## config.mk

```make
export PLATFORM = sky130hd
export DESIGN_NAME = bitwise_accum_flat
export DESIGN_NICKNAME = d
export VERILOG_FILES = /design/src/rtl/bitwise_pkg.sv /design/src/rtl/bitwise_accum_if.sv /design/src/rtl/bitwise_op.sv /design/src/rtl/bitwise_accum.sv /design/src/flat_wrapper.sv
export SDC_FILE = /design/constraint.sdc
export NUM_CORES = 1
export LEC_CHECK = 0
export ABC_AREA = 1
export CORE_MARGIN = 2
export CORE_UTILIZATION = 35
export CTS_CLUSTER_DIAMETER = 30
export DETAILED_ROUTE_END_ITERATION = 6
export PLACE_DENSITY_LB_ADDON = 0.15
export SLEW_MARGIN = 30
export SYNTH_ARGS = -nofsm -noshare
export SYNTH_HDL_FRONTEND = slang
export SYNTH_HIERARCHICAL = 1
export SYNTH_SLANG_ARGS = --single-unit
```

## constraint.sdc

```tcl
create_clock -name clk_i -period 5.3 [get_ports clk_i]
set_clock_uncertainty 0.15 [all_clocks]
set_input_delay 1.06 -clock clk_i [delete_from_list [all_inputs] [get_ports clk_i]]
set_output_delay 1.06 -clock clk_i [all_outputs]
set_load 0.005 [all_outputs]
```

## src/rtl/bitwise_pkg.sv

```systemverilog
// Shared encodings for the bitwise accumulator: operation codes and FSM states.
package bitwise_pkg;

  typedef enum logic [1:0] {
    OpAnd  = 2'b00,
    OpOr   = 2'b01,
    OpXor  = 2'b10,
    OpNand = 2'b11
  } op_e;

  typedef enum logic {
    StIdle = 1'b0,
    StFold = 1'b1
  } state_e;

endpackage

```

## src/rtl/bitwise_accum_if.sv

```systemverilog
// Input beat / output result handshake bundle of the bitwise accumulator.
interface bitwise_accum_if
  import bitwise_pkg::*;
#(
  parameter int unsigned WIDTH = 16,
  parameter int unsigned CNT_W = 4
);

  logic [WIDTH-1:0] A_i;
  logic [WIDTH-1:0] B_i;
  op_e              op_i;
  logic             mode_i;
  logic             last_i;
  logic             in_valid_i;
  logic             in_ready_o;
  logic [WIDTH-1:0] Y_o;
  logic [CNT_W-1:0] cnt_o;
  logic             ovf_o;
  logic             out_valid_o;
  logic             out_ready_i;

  modport slave (
    input  A_i, B_i, op_i, mode_i, last_i, in_valid_i, out_ready_i,
    output in_ready_o, Y_o, cnt_o, ovf_o, out_valid_o
  );

  modport master (
    output A_i, B_i, op_i, mode_i, last_i, in_valid_i, out_ready_i,
    input  in_ready_o, Y_o, cnt_o, ovf_o, out_valid_o
  );

endinterface

```

## src/rtl/bitwise_op.sv

```systemverilog
// Combinational bitwise operator shared by the pairwise and fold datapaths.
module bitwise_op
  import bitwise_pkg::*;
#(
  parameter int unsigned WIDTH = 16
) (
  input  logic [WIDTH-1:0] a_i,
  input  logic [WIDTH-1:0] b_i,
  input  op_e              op_i,
  output logic [WIDTH-1:0] y_o
);

  always_comb begin
    y_o = '0;
    unique case (op_i)
      OpAnd:   y_o = a_i & b_i;
      OpOr:    y_o = a_i | b_i;
      OpXor:   y_o = a_i ^ b_i;
      OpNand:  y_o = ~(a_i & b_i);
      default: y_o = '0;
    endcase
  end

endmodule

```

## src/rtl/bitwise_accum.sv

```systemverilog
// Bitwise accumulator: pairwise A op B, or fold-reduction of A over a burst,
// with a registered result behind a valid/ready handshake.
module bitwise_accum
  import bitwise_pkg::*;
#(
  parameter int unsigned WIDTH = 16,
  parameter int unsigned CNT_W = 4
) (
  input  logic            clk_i,
  input  logic            rst_ni,
  bitwise_accum_if.slave  bus
);

  localparam logic [CNT_W-1:0] CntMax = '1;

  state_e           state_q;
  op_e              op_q;
  logic [WIDTH-1:0] acc_q;
  logic [CNT_W-1:0] beat_q;
  logic             bovf_q;
  logic [WIDTH-1:0] y_q;
  logic [CNT_W-1:0] cnt_q;
  logic             ovf_q;
  logic             out_valid_q;

  logic             in_ready;
  logic             accept;
  op_e              op_sel;
  logic [WIDTH-1:0] op_a;
  logic [WIDTH-1:0] op_b;
  logic [WIDTH-1:0] op_y;
  logic [CNT_W-1:0] beat_d;
  logic             bovf_d;

  assign in_ready = !out_valid_q || bus.out_ready_i;
  assign accept   = bus.in_valid_i && in_ready;

  // In FOLD the operator folds the stream word into the accumulator.
  always_comb begin
    op_sel = bus.op_i;
    op_a   = bus.A_i;
    op_b   = bus.B_i;
    if (state_q == StFold) begin
      op_sel = op_q;
      op_a   = acc_q;
      op_b   = bus.A_i;
    end
  end

  bitwise_op #(
    .WIDTH(WIDTH)
  ) u_op (
    .a_i (op_a),
    .b_i (op_b),
    .op_i(op_sel),
    .y_o (op_y)
  );

  // Beat count saturates; the overflow flag remembers that it tried to pass the top.
  always_comb begin
    beat_d = beat_q;
    bovf_d = bovf_q;
    if (beat_q == CntMax) begin
      bovf_d = 1'b1;
    end else begin
      beat_d = beat_q + CNT_W'(1);
    end
  end

  always_ff @(posedge clk_i or negedge rst_ni) begin
    if (!rst_ni) begin
      state_q     <= StIdle;
      op_q        <= OpAnd;
      acc_q       <= '0;
      beat_q      <= '0;
      bovf_q      <= 1'b0;
      y_q         <= '0;
      cnt_q       <= '0;
      ovf_q       <= 1'b0;
      out_valid_q <= 1'b0;
    end else begin
      if (out_valid_q && bus.out_ready_i) begin
        out_valid_q <= 1'b0;
      end
      if (accept) begin
        unique case (state_q)
          StIdle: begin
            if (!bus.mode_i) begin
              y_q         <= op_y;
              cnt_q       <= CNT_W'(1);
              ovf_q       <= 1'b0;
              out_valid_q <= 1'b1;
            end else if (bus.last_i) begin
              y_q         <= bus.A_i;
              cnt_q       <= CNT_W'(1);
              ovf_q       <= 1'b0;
              out_valid_q <= 1'b1;
            end else begin
              acc_q   <= bus.A_i;
              op_q    <= bus.op_i;
              beat_q  <= CNT_W'(1);
              bovf_q  <= 1'b0;
              state_q <= StFold;
            end
          end
          StFold: begin
            acc_q  <= op_y;
            beat_q <= beat_d;
            bovf_q <= bovf_d;
            if (bus.last_i) begin
              y_q         <= op_y;
              cnt_q       <= beat_d;
              ovf_q       <= bovf_d;
              out_valid_q <= 1'b1;
              state_q     <= StIdle;
            end
          end
          default: state_q <= StIdle;
        endcase
      end
    end
  end

  assign bus.in_ready_o  = in_ready;
  assign bus.Y_o         = y_q;
  assign bus.cnt_o       = cnt_q;
  assign bus.ovf_o       = ovf_q;
  assign bus.out_valid_o = out_valid_q;

endmodule
```

## src/flat_wrapper.sv

```systemverilog
// flat-port wrapper written by rule: the top's interface ports become plain ports
module bitwise_accum_flat import bitwise_pkg::*;
#(
  parameter int unsigned WIDTH = 16,
  parameter int unsigned CNT_W = 4
)
  (clk_i, rst_ni, bus_A_i, bus_B_i, bus_op_i, bus_mode_i, bus_last_i, bus_in_valid_i, bus_out_ready_i, bus_in_ready_o, bus_Y_o, bus_cnt_o, bus_ovf_o, bus_out_valid_o);
  bitwise_accum_if #(.WIDTH(WIDTH), .CNT_W(CNT_W)) bus_i ();
  input  logic clk_i;
  input  logic rst_ni;
  input wire logic [$bits(bus_i.A_i)-1:0] bus_A_i;
  input wire logic [$bits(bus_i.B_i)-1:0] bus_B_i;
  input wire logic [$bits(bus_i.op_i)-1:0] bus_op_i;
  input wire logic [$bits(bus_i.mode_i)-1:0] bus_mode_i;
  input wire logic [$bits(bus_i.last_i)-1:0] bus_last_i;
  input wire logic [$bits(bus_i.in_valid_i)-1:0] bus_in_valid_i;
  input wire logic [$bits(bus_i.out_ready_i)-1:0] bus_out_ready_i;
  output wire logic [$bits(bus_i.in_ready_o)-1:0] bus_in_ready_o;
  output wire logic [$bits(bus_i.Y_o)-1:0] bus_Y_o;
  output wire logic [$bits(bus_i.cnt_o)-1:0] bus_cnt_o;
  output wire logic [$bits(bus_i.ovf_o)-1:0] bus_ovf_o;
  output wire logic [$bits(bus_i.out_valid_o)-1:0] bus_out_valid_o;
  assign bus_i.A_i = bus_A_i;
  assign bus_i.B_i = bus_B_i;
  assign bus_i.op_i = bus_op_i;
  assign bus_i.mode_i = bus_mode_i;
  assign bus_i.last_i = bus_last_i;
  assign bus_i.in_valid_i = bus_in_valid_i;
  assign bus_i.out_ready_i = bus_out_ready_i;
  assign bus_in_ready_o = bus_i.in_ready_o;
  assign bus_Y_o = bus_i.Y_o;
  assign bus_cnt_o = bus_i.cnt_o;
  assign bus_ovf_o = bus_i.ovf_o;
  assign bus_out_valid_o = bus_i.out_valid_o;
  bitwise_accum #(.WIDTH(WIDTH), .CNT_W(CNT_W)) u_core (.clk_i(clk_i), .rst_ni(rst_ni), .bus(bus_i));
endmodule
```

# Yosys cells after proc, flatten, opt, wreduce, memory -nomap -nowiden
# Index checks and enable logic that the tools add are counted.
[totals]
regBits = 46
in_bits = 40
output_inout_bits = 23
elab_cells = 67
[op_classes]
n_addsub = 1
n_eq_ne = 8
n_mux = 35
n_bitwise = 6
reduce_logical = 8
[op_table]
columns = ["op", "count"]
rows = [
  ["16-bit 2-to-1 mux", 7],
  ["16-bit case mux with 2 select lines", 2],
  ["16-bit case mux with 4 select lines", 1],
  ["4-bit 2-to-1 mux", 6],
  ["16-bit bitwise AND", 1],
  ["16-bit NOT", 1],
  ["16-bit OR", 1],
  ["4-bit case mux with 2 select lines", 2],
  ["16-bit XOR", 1],
  ["1-bit 2-to-1 mux", 12],
  ["1-bit case mux with 2 select lines", 4],
  ["2-bit inequality test, second input constant", 3],
  ["3-bit AND reduction", 2],
  ["4-bit by 1-bit adder with 4-bit output, second input constant", 1],
  ["2-bit == test, second input constant", 2],
  ["4-bit == test, second input constant", 1],
  ["4-bit AND reduction", 1],
  ["3-bit inequality test, second input constant", 1],
  ["2-bit by 1-bit == test with 1-bit output, second input constant", 1],
  ["1-bit logical AND", 2],
  ["2-bit zero test", 1],
  ["2-bit 2-to-1 mux", 1],
  ["1-bit NOT", 2],
  ["1-bit zero test", 1],
  ["1-bit logical OR", 1],
]

# Depth between registers and ports, before layout
# Gate-level depths: netlist of the first run.
[depth]
ltp_word = 6
depth_mapped = 16
ltp_nobuf = 12

# Modules after synthesis
# The synthesis of the first run kept the hierarchy.
[modules_own_cells]
columns = ["module", "instances", "cells_each", "area_per_inst_um2", "seq_area_each_um2"]
rows = [
  ["bitwise_accum", 1, 374, 2736.4, 1151.1],
  ["bitwise_op", 1, 188, 1228.7, 0.0],
]

# Worst setup path after synthesis of the first run
# OpenSTA, ideal clock, no wires.
[synth_path]
path_type = "input port to flip-flop"
from = "input bus_op_i[0]"
to = "register u_core.acc_q[11]"
setup_ns = 0.074
t_arrival_ns = 2.201
t_required_ns = 5.076
slack_ns = 2.875
cell_stages = 12
path_buffers = 2
path_cell_list = "inv_1 -> o21ai_0 -> buf_6 -> inv_6 -> nor2_8 -> buf_12 -> nand2_2 -> nand4_2 -> inv_1 -> o21ai_0 -> nand2_2 -> o21ai_2"
[synth_between]
elab_chain_cells = 4
word_cells_on_any_way = 7
cone_classes = "eq/ne (3); mux (3); reduce/logical (1)"
[synth_lines]
columns = ["item", "line", "text"]
rows = [
  ["start: declaration", "flat_wrapper.sv:13", "input wire logic [$bits(bus_i.op_i)-1:0] bus_op_i;"],
  ["2-bit 2-to-1 mux *", "bitwise_accum.sv:43", "if (state_q == StFold) begin"],
  ["via u_core.op_sel[0]", "bitwise_accum.sv:28", "op_e op_sel;"],
  ["2-bit == test, or another cell as far along", "bitwise_op.sv:15", "unique case (op_i)"],
  ["16-bit case mux with 4 select lines *", "bitwise_op.sv:15", ""],
  ["via u_core.op_y[11]", "bitwise_accum.sv:31", "logic [WIDTH-1:0] op_y;"],
  ["16-bit case mux with 2 select lines *", "bitwise_accum.sv:86", "unique case (state_q)"],
  ["end signal: assignment", "bitwise_accum.sv:99", "acc_q <= bus.A_i;"],
  ["end signal: assignment", "bitwise_accum.sv:107", "acc_q <= op_y;"],
  ["end: declaration", "bitwise_accum.sv:18", "logic [WIDTH-1:0] acc_q;"],
]
# Mark *: on every way through the listed nets, which the timed path passes. The rest lies on a longest branch.
# A chain may end at the register's enable or synchronous reset.

# Worst setup path after layout of the first run
[layout_path]
from = "input bus_out_ready_i"
to = "output bus_in_ready_o"
[layout_between]
elab_chain_cells = 1
[layout_lines]
columns = ["item", "line", "text"]
rows = [
  ["start: declaration", "flat_wrapper.sv:17", "input wire logic [$bits(bus_i.out_ready_i)-1:0] bus_out_ready_i;"],
  ["1-bit logical OR", "bitwise_accum.sv:35", "assign in_ready = !out_valid_q || bus.out_ready_i;"],
  ["end: declaration", "flat_wrapper.sv:18", "output wire logic [$bits(bus_i.in_ready_o)-1:0] bus_in_ready_o;"],
]
# No other way between the ends.

==> results of run 1 <==
==> stage by stage <==
step / area (sq um) / cells / hold slack (ns) / power, mW
after floorplan: 3965 / 562 / 0.3034 / 1.222
after global placement: 4577 / 741 / 0.3127 / 1.499
after detailed placement: 4584 / 741 / 0.3187 / 1.526
after CTS: 4783 / 749 / 0.3368 / 1.969
after global routing: 4783 / 749 / 0.3469 / 2.125
final: 4783 / 749 / 0.3290 / 1.944
==> path summary, 6_finish.rpt <==
kind / to / slack [ns] / cells past startpoint
min in group asynchronous: u_core/acc_q[6] / 0.73 / 2
max in group asynchronous: u_core/acc_q[15] / 3.82 / 2
min reg2reg: u_core/bus.cnt_o[1] / 0.33 / 2
min: u_core/bus.cnt_o[1] / 0.33 / 2
max: bus_in_ready_o / 1.96 / 4
max reg2reg: u_core/bus.Y_o[7] / 2.78 / 12
==> flip-flops by register name, summed over array words and instances, names as in the netlist <==
signal	cells
u_core/acc_q	16
u_core/beat_q	4
u_core/bovf_q	1
u_core/bus.Y_o	16
u_core/bus.cnt_o	4
u_core/bus.out_valid_o	1
u_core/bus.ovf_o	1
u_core/op_q	2
u_core/state_q	1
==> synthesized netlist by cell type <==
cell      number  area share
a21oi_1        3      0.0038
buf_12         2       0.010
buf_2         12       0.015
buf_4          3      0.0057
buf_6          9       0.026
clkbuf_1       4      0.0038
dfrtp_1       46        0.29
ha_1          33        0.10
inv_1        105       0.099
inv_2          1     0.00095
inv_4          1      0.0016
inv_6          1      0.0022
nand2_1      164        0.16
nand2_2       25       0.039
nand3_1       40       0.050
nand4_1        6      0.0095
nand4_2       10       0.032
nor2_1         7      0.0066
nor2_4         1      0.0028
nor2_8         2       0.010
nor3_1         1      0.0013
o21ai_0       56       0.071
o21ai_1        7      0.0088
o21ai_2       23       0.051
==> critical path, cell delays in order <==
cell and delay, ns:
clkdlybuf4s50_1 0.45, inv_1 0.04, nand2_2 0.07, clkdlybuf4s50_1 0.50
==> power by group through the flow <==
stage	logic (mW)	clock network, mW	registers [mW]
after global placement	0.942	0	0.557
after global routing	1.10	0.454	0.569
after detailed placement	0.965	0	0.560
after floorplan	0.680	0	0.542
final	0.964	0.429	0.551
after CTS	0.973	0.442	0.554
==> cells by family after synthesis <==
logic type,count (synthesis)
AO/OA/AOI/OAI,89
buffers and inverters,138
flip-flops,46
AND/OR/NAND/NOR,256
adder cells (fa/ha/maj),33
==> routing by layer <==
| layer | vias to the layer above | wire [um] | track usage |
|---|---|---|---|
| met3 | 14 | 328 | 0.02525 |
| met4 | 0 | 271 | 0.06333 |
| met5 | - | 0 | 0 |
| met1 | 1665 | 4733 | 0.2167 |
| met2 | 80 | 5065 | 0.3092 |
| li1 | 1847 | - | - |
==> area by class of cell <==
| type | instances | area [sq um] |
|---|---|---|
| well taps | 140 | 175.2 |
| clock inverters | 2 | 60.06 |
| fillers | 1140 | 6152 |
| multi-input cells | 378 | 2177 |
| flip-flops and latches | 46 | 1151 |
| repair buffers | 69 | 668.1 |
| inverters | 108 | 412.9 |
| clock buffers | 6 | 138.9 |
==> impl_metrics.toml, run 1 <==
[clock_network]
cts.repair.resized = 0
clock_path_buffers = 2
insertion_delay_ns = 0.29
cts-root-buf = "clkbuf_16"
cts_setup_buffers = 0
cts_sinks = 46
h-tree-depth = 2
ctsHoldBuffers = 0
cts.clk_slew.worst_paths_ns = 0.06
cts_buffers = 5
tritoncts = "built"

[critical_path]
cp-start-kind = "input pin"
cp-end-kind = "primary output"
crit_type = "in2out"
critPathMaxFanout = 3
required_ns = 4.09
crit_start = "bus_out_ready_i"
r2r-start = "u_core/state_q"
arrival_ns = 2.13

[flow_run]
cap_violations = 0

[timing]
rsz0062_at_grt = "false"
hold_viol_final = 0
worst_slew_pin_slew_ns = 0.8520
postLayoutSetupSlackWorst_ns = 1.963
finalSetupViolCount = 0
slew_headroom = 0.4307
max_freq_mhz = 299.6
finalMaxSlewViolations = 0
period_share = 0.6297
period_minus_slack_ns = 3.337
timing.setup.tns_ns = 0

[logic_synthesis]
syn-cell-area_sq_um = 3965
synth_xor_area_frac = 0
ys_warn_count = 6
synth_fa_ha_area_frac = 0.1041
synth_fp_nets = 635
syn-mean-instance-area_sq_um = 7.055
synth_compound_area_frac = 0.1341
yosys.area_share.simple = 0.3070
ys_types = 24
netlist_instances = 562
synthMuxAreaShare = 0
yosysSeqAreaShare = 0.2903
ys_ff_latch = 46
synth_top_family_by_area = "simple AND/OR/NAND/NOR gates"

[hold_path]
min-delay-start = "u_core/bus.cnt_o[1]"
hold_path.class = "reg2reg"

[grt]
grt_max_degree = 71
grt_use_total = 0.1752
antenna_found_initial = 0
grt.overflow.total = 0
grt_pass1_vias = 3606
grt_pass1_wl_mm = 17.46

[drt]
drt_iter0_drc = 195
ant_nets = 0
wl_mm = 10.40
drc = 0
firstDrtPassIters = 7
vias = 3606
wire_per_inst_um = 13.88
via_per_inst = 4.814

[cells_and_area]
layout_common_cells = "nand2_1 (164), inv_1 (105), clkdlybuf4s50_1 (61)"
antenna_cells = 0
layout_commonest_cell = "nand2_1"
nets = 681
drive_gt1_frac = 0.1346
syn_to_final_growth_pct = 20.64
final_core_util = 0.4374

[power]
p_seq_frac = 0.283
clkPwrFrac = 0.221
leakagePower_nw = 2.374
p_int_mw = 1.169
p_switching_mw = 0.7748
swShare = 0.3985
pwr-share-comb = 0.496
peakVddDrop_v = 0.0001671
powerDensity_nw_per_um2 = 406.5

[placed_design]
place_hpwl_mm = 7.150
dp_slack_ns = 1.953
gp_congestion = 0.7707
io_buffer_count = 62

[floorplanning]
fp-row-count = 38
io_pins = 63
die_x_um = 110.4
die_y_um = 110.4
coreArea_sq_um = 10940
design.die.area_sq_um = 12200
initial_core_util = 0.3626

[status]
status = "finished, final reports clean"
Note: power is estimated with default switching activity, not from simulation.
==> run 2: changes to the inputs <==
==> constraint.sdc (replaced) <==
create_clock -name clk_i -period 2.72 [get_ports clk_i]
set_clock_uncertainty 0.15 [all_clocks]
set_input_delay 0.544 -clock clk_i [delete_from_list [all_inputs] [get_ports clk_i]]
set_output_delay 0.544 -clock clk_i [all_outputs]
set_load 0.005 [all_outputs]
==> run 2 against run 1 <==
  * Register-to-register slack lost 2.3 ns
  * Clock power grew 65%
  * Critical path depth is the same
  * Combinational power grew 100%
  * Sequential power grew 94%
  * Global-route usage shrank 0.44 points
  * Power grew 90%
  * Design area grew 1.5%
  * Clock-buffer cell count is the same
  * Largest cell class unchanged
  * Largest power group unchanged
  * Highest routed layer unchanged
==> impl_metrics.toml, run 2 (synthesis gave the netlist of run 1 again) <==
[cells_and_area]
layout_common_cells = "nand2_1 (164), inv_1 (105), clkdlybuf4s50_1 (61)"
multi_input_area_sq_um = 2170
drive_gt1_frac = 0.1442
fin_area_sq_um = 4853
fillers = 1161
final_core_util = 0.4438
instances_no_fill = 757
antenna_cells = 0
seqCellArea_sq_um = 1151
syn_to_final_growth_pct = 22.40
layout_commonest_cell = "nand2_1"
nets = 689

[grt]
antenna_found_initial = 0
grt_pass1_wl_mm = 17.24
grt_use_total = 0.1708
grt_pass1_vias = 3604
grt.overflow.total = 0
grt_max_degree = 42

[drt]
via_per_inst = 4.801
wl_mm = 10.05
ant_nets = 0
drc = 0
route.met2.wl_mm = 4.861
wl_met1_mm = 4.597
dr_wl_met3_um = 367
drt_iter0_drc = 189
top_layer = "met4"
firstDrtPassIters = 4
wire_per_inst_um = 13.28
vias = 3634

[flow_run]
cap_violations = 0

[timing]
period_share = 0.8486
postLayoutSetupSlackWorst_ns = 0.4117
max_freq_mhz = 433.2
finalMaxSlewViolations = 0
period_minus_slack_ns = 2.308
hold_viol_final = 0
finalSetupViolCount = 0
timing.setup.tns_ns = 0
hold-worst-slack_ns = 0.1083
rsz0062_at_grt = "false"
slew_headroom = 0.6044
worst_slew_pin_slew_ns = 0.5934

[floorplanning]
coreArea_sq_um = 10940
design.die.area_sq_um = 12200
die_y_um = 110.4
io_pins = 63
initial_core_util = 0.3626
die_x_um = 110.4
fp-row-count = 38

[hold_path]
hold_path.class = "in2async"

[clock_network]
cts_sinks = 46
insertion_delay_ns = 0.28
cts.clk_slew.worst_paths_ns = 0.07
clock_path_buffers = 2
cts_setup_buffers = 0
cts-root-buf = "clkbuf_16"
cts_buffers = 5
cts.repair.resized = 0
ctsHoldBuffers = 0
h-tree-depth = 2
tritoncts = "built"

[critical_path]
critPathMaxFanout = 3
arrival_ns = 1.61
cp-end-kind = "primary output"
crit_type = "in2out"
cp-start-kind = "input pin"
required_ns = 2.03

[power]
peakVddDrop_v = 0.0004605
leakagePower_nw = 2.408
powerDensity_nw_per_um2 = 763.1
total_power_mw = 3.704

[placed_design]
gp_congestion = 0.7946
io_buffer_count = 62
place_inst = 749
dpl_cell_area_sq_um = 4687
dp_slack_ns = 0.1277
place_hpwl_mm = 7.504

[status]
status = "finished, final reports clean"
-- run 2: changes by cell type in the layout (fill, tap and decap cells not counted), sizes merged --
cell,delta
buf,+8
bufinv,-1
clkinvlp,+1
-- run 2: critical path, stage by stage --
cell and delay, ns:
clkdlybuf4s50_1 0.45, inv_1 0.04, nand2_2 0.07, clkdlybuf4s50_1 0.51
-- run 2: area by class of cell --
type                    instances  share of cell area
flip-flops and latches         46              0.2372
repair buffers                 77              0.1604
inverters                     108             0.08507
well taps                     140             0.03609
clock buffers                   6             0.02655
multi-input cells             378              0.4470
clock inverters                 2            0.007734
-- run 2: per-layer routing --
layer / GRT usage / vias up
li1: - / 1859
met1: 0.2193 / 1697
met2: 0.2961 / 65
met3: 0.02854 / 13
met4: 0.04667 / 0
met5: 0 / -
-- run 2: worst paths after layout --
check / startpoint / end / slack, ns / depth (start not counted)
max: bus_out_ready_i / bus_in_ready_o / 0.41 / 4
min: rst_ni / u_core/bus.Y_o[5] / 0.11 / 1
max reg2reg: u_core/state_q / u_core/bus.Y_o[1] / 0.43 / 12
min reg2reg: u_core/bus.cnt_o[2] / u_core/bus.cnt_o[2] / 0.33 / 2
max in group asynchronous: rst_ni / u_core/bus.Y_o[13] / 1.70 / 2
min in group clk_i: u_core/bus.cnt_o[2] / u_core/bus.cnt_o[2] / 0.33 / 2
-- run 2: where the power goes --
group,switching [mW],internal [mW]
clock network,0.273,0.435
logic,1.08,0.844
registers,0.139,0.929
total,1.50,2.21
==> run 3: changes to the inputs <==
==> constraint.sdc (replaced) <==
create_clock -name clk_i -period 2 [get_ports clk_i]
set_clock_uncertainty 0.15 [all_clocks]
set_input_delay 0.4 -clock clk_i [delete_from_list [all_inputs] [get_ports clk_i]]
set_output_delay 0.4 -clock clk_i [all_outputs]
set_load 0.005 [all_outputs]
==> run 3 against run 2 <==
  * The flow now finishes with violations (setup timing)
  * Via count increased by 10%
  * Utilization is 12 points higher
  * Cell count increased by 8.3%
  * Worst setup slack lost 0.46 ns
  * Largest cell class unchanged
  * Sequential power increased by 36%
  * First-iteration DRC count is 21% lower
  * Die area unchanged
  * Design area is 27% higher
  * Highest routed layer unchanged
==> impl_metrics.toml, run 3 (synthesis gave the netlist of run 1 again) <==
[drt]
wire_per_inst_um = 15.60
vias = 3998
firstDrtPassIters = 4
via_per_inst = 4.876
ant_nets = 0
wl_mm = 12.79
drt_iter0_drc = 149
drc = 0

[timing]
finalMaxSlewViolations = 0
hold_viol_final = 0
max_freq_mhz = 489.4
finalSetupViolCount = 9
rsz0062_at_grt = "true"
slew_headroom = 0.7901
period_share = 1.022
worst_slew_pin_slew_ns = 0.3148
timing.setup.tns_ns = -0.1178
hold-worst-slack_ns = 0.3304
postLayoutSetupSlackWorst_ns = -0.04343
period_minus_slack_ns = 2.043

[hold_path]
hold_path.class = "reg2reg"
worstHoldPathCells = 2

[cells_and_area]
drive_gt1_frac = 0.4338
fillers = 1039
final_core_util = 0.5649
nets = 752
fin_area_sq_um = 6177
seqCellArea_sq_um = 1152
multi_input_area_sq_um = 2808
syn_to_final_growth_pct = 55.79
layout_common_cells = "nand2_1 (122), inv_1 (77), clkdlybuf4s50_1 (60)"
instances_no_fill = 820
layout_commonest_cell = "nand2_1"
antenna_cells = 0

[critical_path]
critPathMaxFanout = 8
cp-end-kind = "register"
cp-start-kind = "register"
required_ns = 2.04
r2r_cells = 11
crit_type = "reg2reg"
arrival_ns = 2.08

[grt]
grt_max_degree = 30
grt_use_total = 0.1861
grt.overflow.total = 0
grt_pass1_wl_mm = 18.45
grt_pass1_vias = 3804
antenna_found_initial = 0

[flow_run]
cap_violations = 0

[power]
powerDensity_nw_per_um2 = 1010
leakagePower_nw = 2.899
total_power_mw = 6.237
peakVddDrop_v = 0.0004450

[floorplanning]
fp-row-count = 38
die_y_um = 110.4
initial_core_util = 0.3626
io_pins = 63
coreArea_sq_um = 10940
design.die.area_sq_um = 12200
die_x_um = 110.4

[placed_design]
place_hpwl_mm = 8.268
dp_slack_ns = -0.3656
dpl_cell_area_sq_um = 5086
io_buffer_count = 62
gp_congestion = 0.8201
place_inst = 794

[clock_network]
cts.clk_slew.worst_paths_ns = 0.07
insertion_delay_ns = 0.29
tritoncts = "built"
clock_path_buffers = 2
cts_buffers = 5
cts-root-buf = "clkbuf_16"
h-tree-depth = 2
cts_sinks = 46

[status]
status = "complete, but fails checks"
failed_checks = "setup timing"
run 3: final timing paths:
path,startpoint,end,slack (ns)
worst max register to register,u_core/state_q,u_core/bus.Y_o[12],-0.04
min in group asynchronous,rst_ni,u_core/acc_q[5],0.38
max in group asynchronous,rst_ni,u_core/state_q,0.77
worst min register to register,u_core/bus.cnt_o[2],u_core/bus.cnt_o[2],0.33
worst max-delay path,u_core/state_q,u_core/bus.Y_o[12],-0.04
worst min-delay path,u_core/bus.cnt_o[2],u_core/bus.cnt_o[2],0.33
run 3: layer usage:
layer	track usage	share of wire	vias to the layer above
met5	0	0	-
met4	0.05500	0.023	0
met3	0.03019	0.043	19
met2	0.3382	0.52	95
met1	0.2251	0.42	1897
li1	-	-	1987
run 3: power by group:
part | switching, mW | total, mW | internal [mW]
Clock | 0.387 | 0.851 | 0.464
Combinational | 2.08 | 3.94 | 1.86
Sequential | 0.185 | 1.45 | 1.26
Total | 2.65 | 6.24 | 3.59
run 3: worst max-delay path: stages (launching register included):
cell and delay, ns:
dfrtp_2 0.45, clkinv_8 0.13, clkbuf_16 0.19, o21ai_2 0.17, inv_1 0.10, ha_4 0.24, nand3_1 0.08, nand4_1 0.10
inv_1 0.10, nand2_1 0.08, o21ai_2 0.08, o21ai_2 0.07
run 3: what timing repair did:
item                                    CTS  global route
gates cloned                              0             5
hold endpoints to repair                  7             0
buffers inserted                          4             8
hold buffers                              1             0
pin swaps                                 3            54
endpoints found under the setup margin   24            32
resized for setup                        40           185
run 3: final cells by class:
class / count / area share
clock buffer: 5 / 0.02026
timing repair buffer: 140 / 0.2388
tap: 140 / 0.02836
inverter: 108 / 0.06846
clock inverter: 3 / 0.003038
multi-input combinational: 378 / 0.4545
sequential: 46 / 0.1866
==> patch (settings of run 2) <==
Make the reset (`rst_ni`) synchronous in one clocked block.
--- a/src/rtl/bitwise_accum.sv
+++ b/src/rtl/bitwise_accum.sv
@@ -67,7 +67,7 @@
     end
   end
 
-  always_ff @(posedge clk_i or negedge rst_ni) begin
+  always_ff @(posedge clk_i) begin
     if (!rst_ni) begin
       state_q     <= StIdle;
       op_q        <= OpAnd;
Behaviour: differs if rst_ni is asserted again (counterexample within 4 cycles, from zero or initial values and one cycle with rst_ni low); with rst_ni held inactive, the same outputs for 4 cycles.
==> patch against run 2 <==
Synthesized cell count grew 5.0%; die area down 7.3%; cell area down 7.1%; area after synthesis is 7.6% lower; routed wire length is 3.7% lower; cell count up 2.6%; setup slack got worse by 0.051 ns; sequential cell count did not move; largest cell class unchanged; highest routed layer unchanged.
Power is not compared: it rests on default switching activity, and its combinational part moved more than twofold at a synthesized area within 25%.
==> patch: results (changes against run 2) <==
Logic synthesis
  • Post-synth cell types: 25 (was 24)
  • Async S/R FF share, synth: 0% (was 100%)
  • Syn Nets: 663 (was 635)
  • Synth top area cells: dfxtp_1 (25%), nand2_1 (18%), ha_1 (11%), inv_1 (9.3%), nand3_1 (8.2%) (was dfrtp_1 (29%), nand2_1 (16%), ha_1 (10%), inv_1 (9.9%), o21ai_0 (7.1%))
  • Post-Syn Instances: 590 (was 562)
  • Commonest cells post-synth: nand2_1 (171), inv_1 (91), nand3_1 (60) (was nand2_1 (164), inv_1 (105), o21ai_0 (56))

Placement
  • PortBufs: 62 (unchanged)
  • DP HPWL: 6880 um (was 7500 um)
  • Setup WS pre-CTS: 0.217 ns (was 0.128 ns)
  • Final Wtd Congestion: 0.802 (was 0.795)
  • Inst Count DP: 769 (was 749)
  • DP Area: 0.00441 mm^2 (was 0.00469 mm^2)

Detailed routing
  • Initial DRC Count: 141 (was 189)
  • Total Routed Length: 9680 um (was 10100 um)
  • M1 WL: 4690 um (was 4600 um)
  • Length of routed met3 wiring: 254 um (was 367 um)
  • DR WL met2: 4600 um (was 4860 um)
  • Post-DR wirelength/cell: 12.5 um (was 13.3 um)
  • Via count: 3750 (was 3634)

Clock network
  • Worst-skew pair later-pin latency: 0.31 ns (was 0.28 ns)
  • Worst-path clk slew: 0.09 ns (was 0.07 ns)
  • Root Buffer Master: clkbuf_8 (was clkbuf_16)

Hold path
  • Hold WC Path Type: reg -> reg (was in -> async)

Critical path
  • Crit path arrival time: 1.67 ns (was 1.61 ns)
  • Internal reg-to-reg setup slack: 0.60 ns (was 0.43 ns)
  • Worst R2R End: u_core/acc_q[9]$_SDFFE_PN0P_ (was u_core/bus.Y_o[1]$_DFFE_PN0P_)
  • Reg-to-reg startpoint: u_core/state_q$_SDFFE_PN0N_ (was u_core/state_q$_DFFE_PN0N_)
  • Worst-case reg-to-reg path depth: 11 (was 12)

GRT
  • Grt met1 use: 22.3% (was 21.9%)
  • Largest net degree at the start of global routing: 49 (was 42)
  • Met3 Use GR: 2.33% (was 2.85%)
  • Met2 usage: 32.3% (was 29.6%)
  • First-pass GRT wire length: 16700 um (was 17200 um)
  • GRT Total Usage: 17.9% (was 17.1%)

Final layout
  • Fill cells: 1102 (was 1161)
  • Nets: 713 (was 689)
  • Fraction of layout cells with a size suffix above 1: 7.64% (was 14.4%)

STA
  • Least-Margin Pin Slew: 0.404 ns (was 0.593 ns)
  • Hold_ws: 0.325 ns (was 0.108 ns)
  • Peak Freq: 0.424 GHz (was 0.433 GHz)

Pwr
  • Worst VDD drop: approximately 0.18 mV

Outcome
  • Status: complete, no violations (unchanged)
## patch: report_power, final
part / internal [uW] / switching (uW) / total [uW]
Combinational: 292 / 392 / 684
Sequential: 726 / 30.4 / 756
Clock: 205 / 255 / 460
Total: 1220 / 677 / 1900
## patch: layout make-up
class	count	area, um^2	share of cell area, %
multi-input combinational	417	2200	48.8
sequential	46	921	20.4
timing repair buffer	76	763	16.9
inverter	94	359	7.97
tap	136	170	3.78
clock buffer	6	82.6	1.83
clock inverter	2	12.5	0.278
## patch: critical path, cell delays in order
cell and delay [ns]:
clkdlybuf4s50_1 0.46, inv_1 0.05, nand2_1 0.10, clkdlybuf4s50_1 0.51
## patch: kinds of logic (layout without fill, tap and decap cells)
logic type	after synthesis	after routing	synth area share, %
AO/OA/AOI/OAI	74	74	10.3
adder cells (fa/ha/maj)	33	33	11.3
buffers and inverters	127	178	14.9
flip-flops	46	46	25.1
AND/OR/NAND/NOR	310	310	38.4
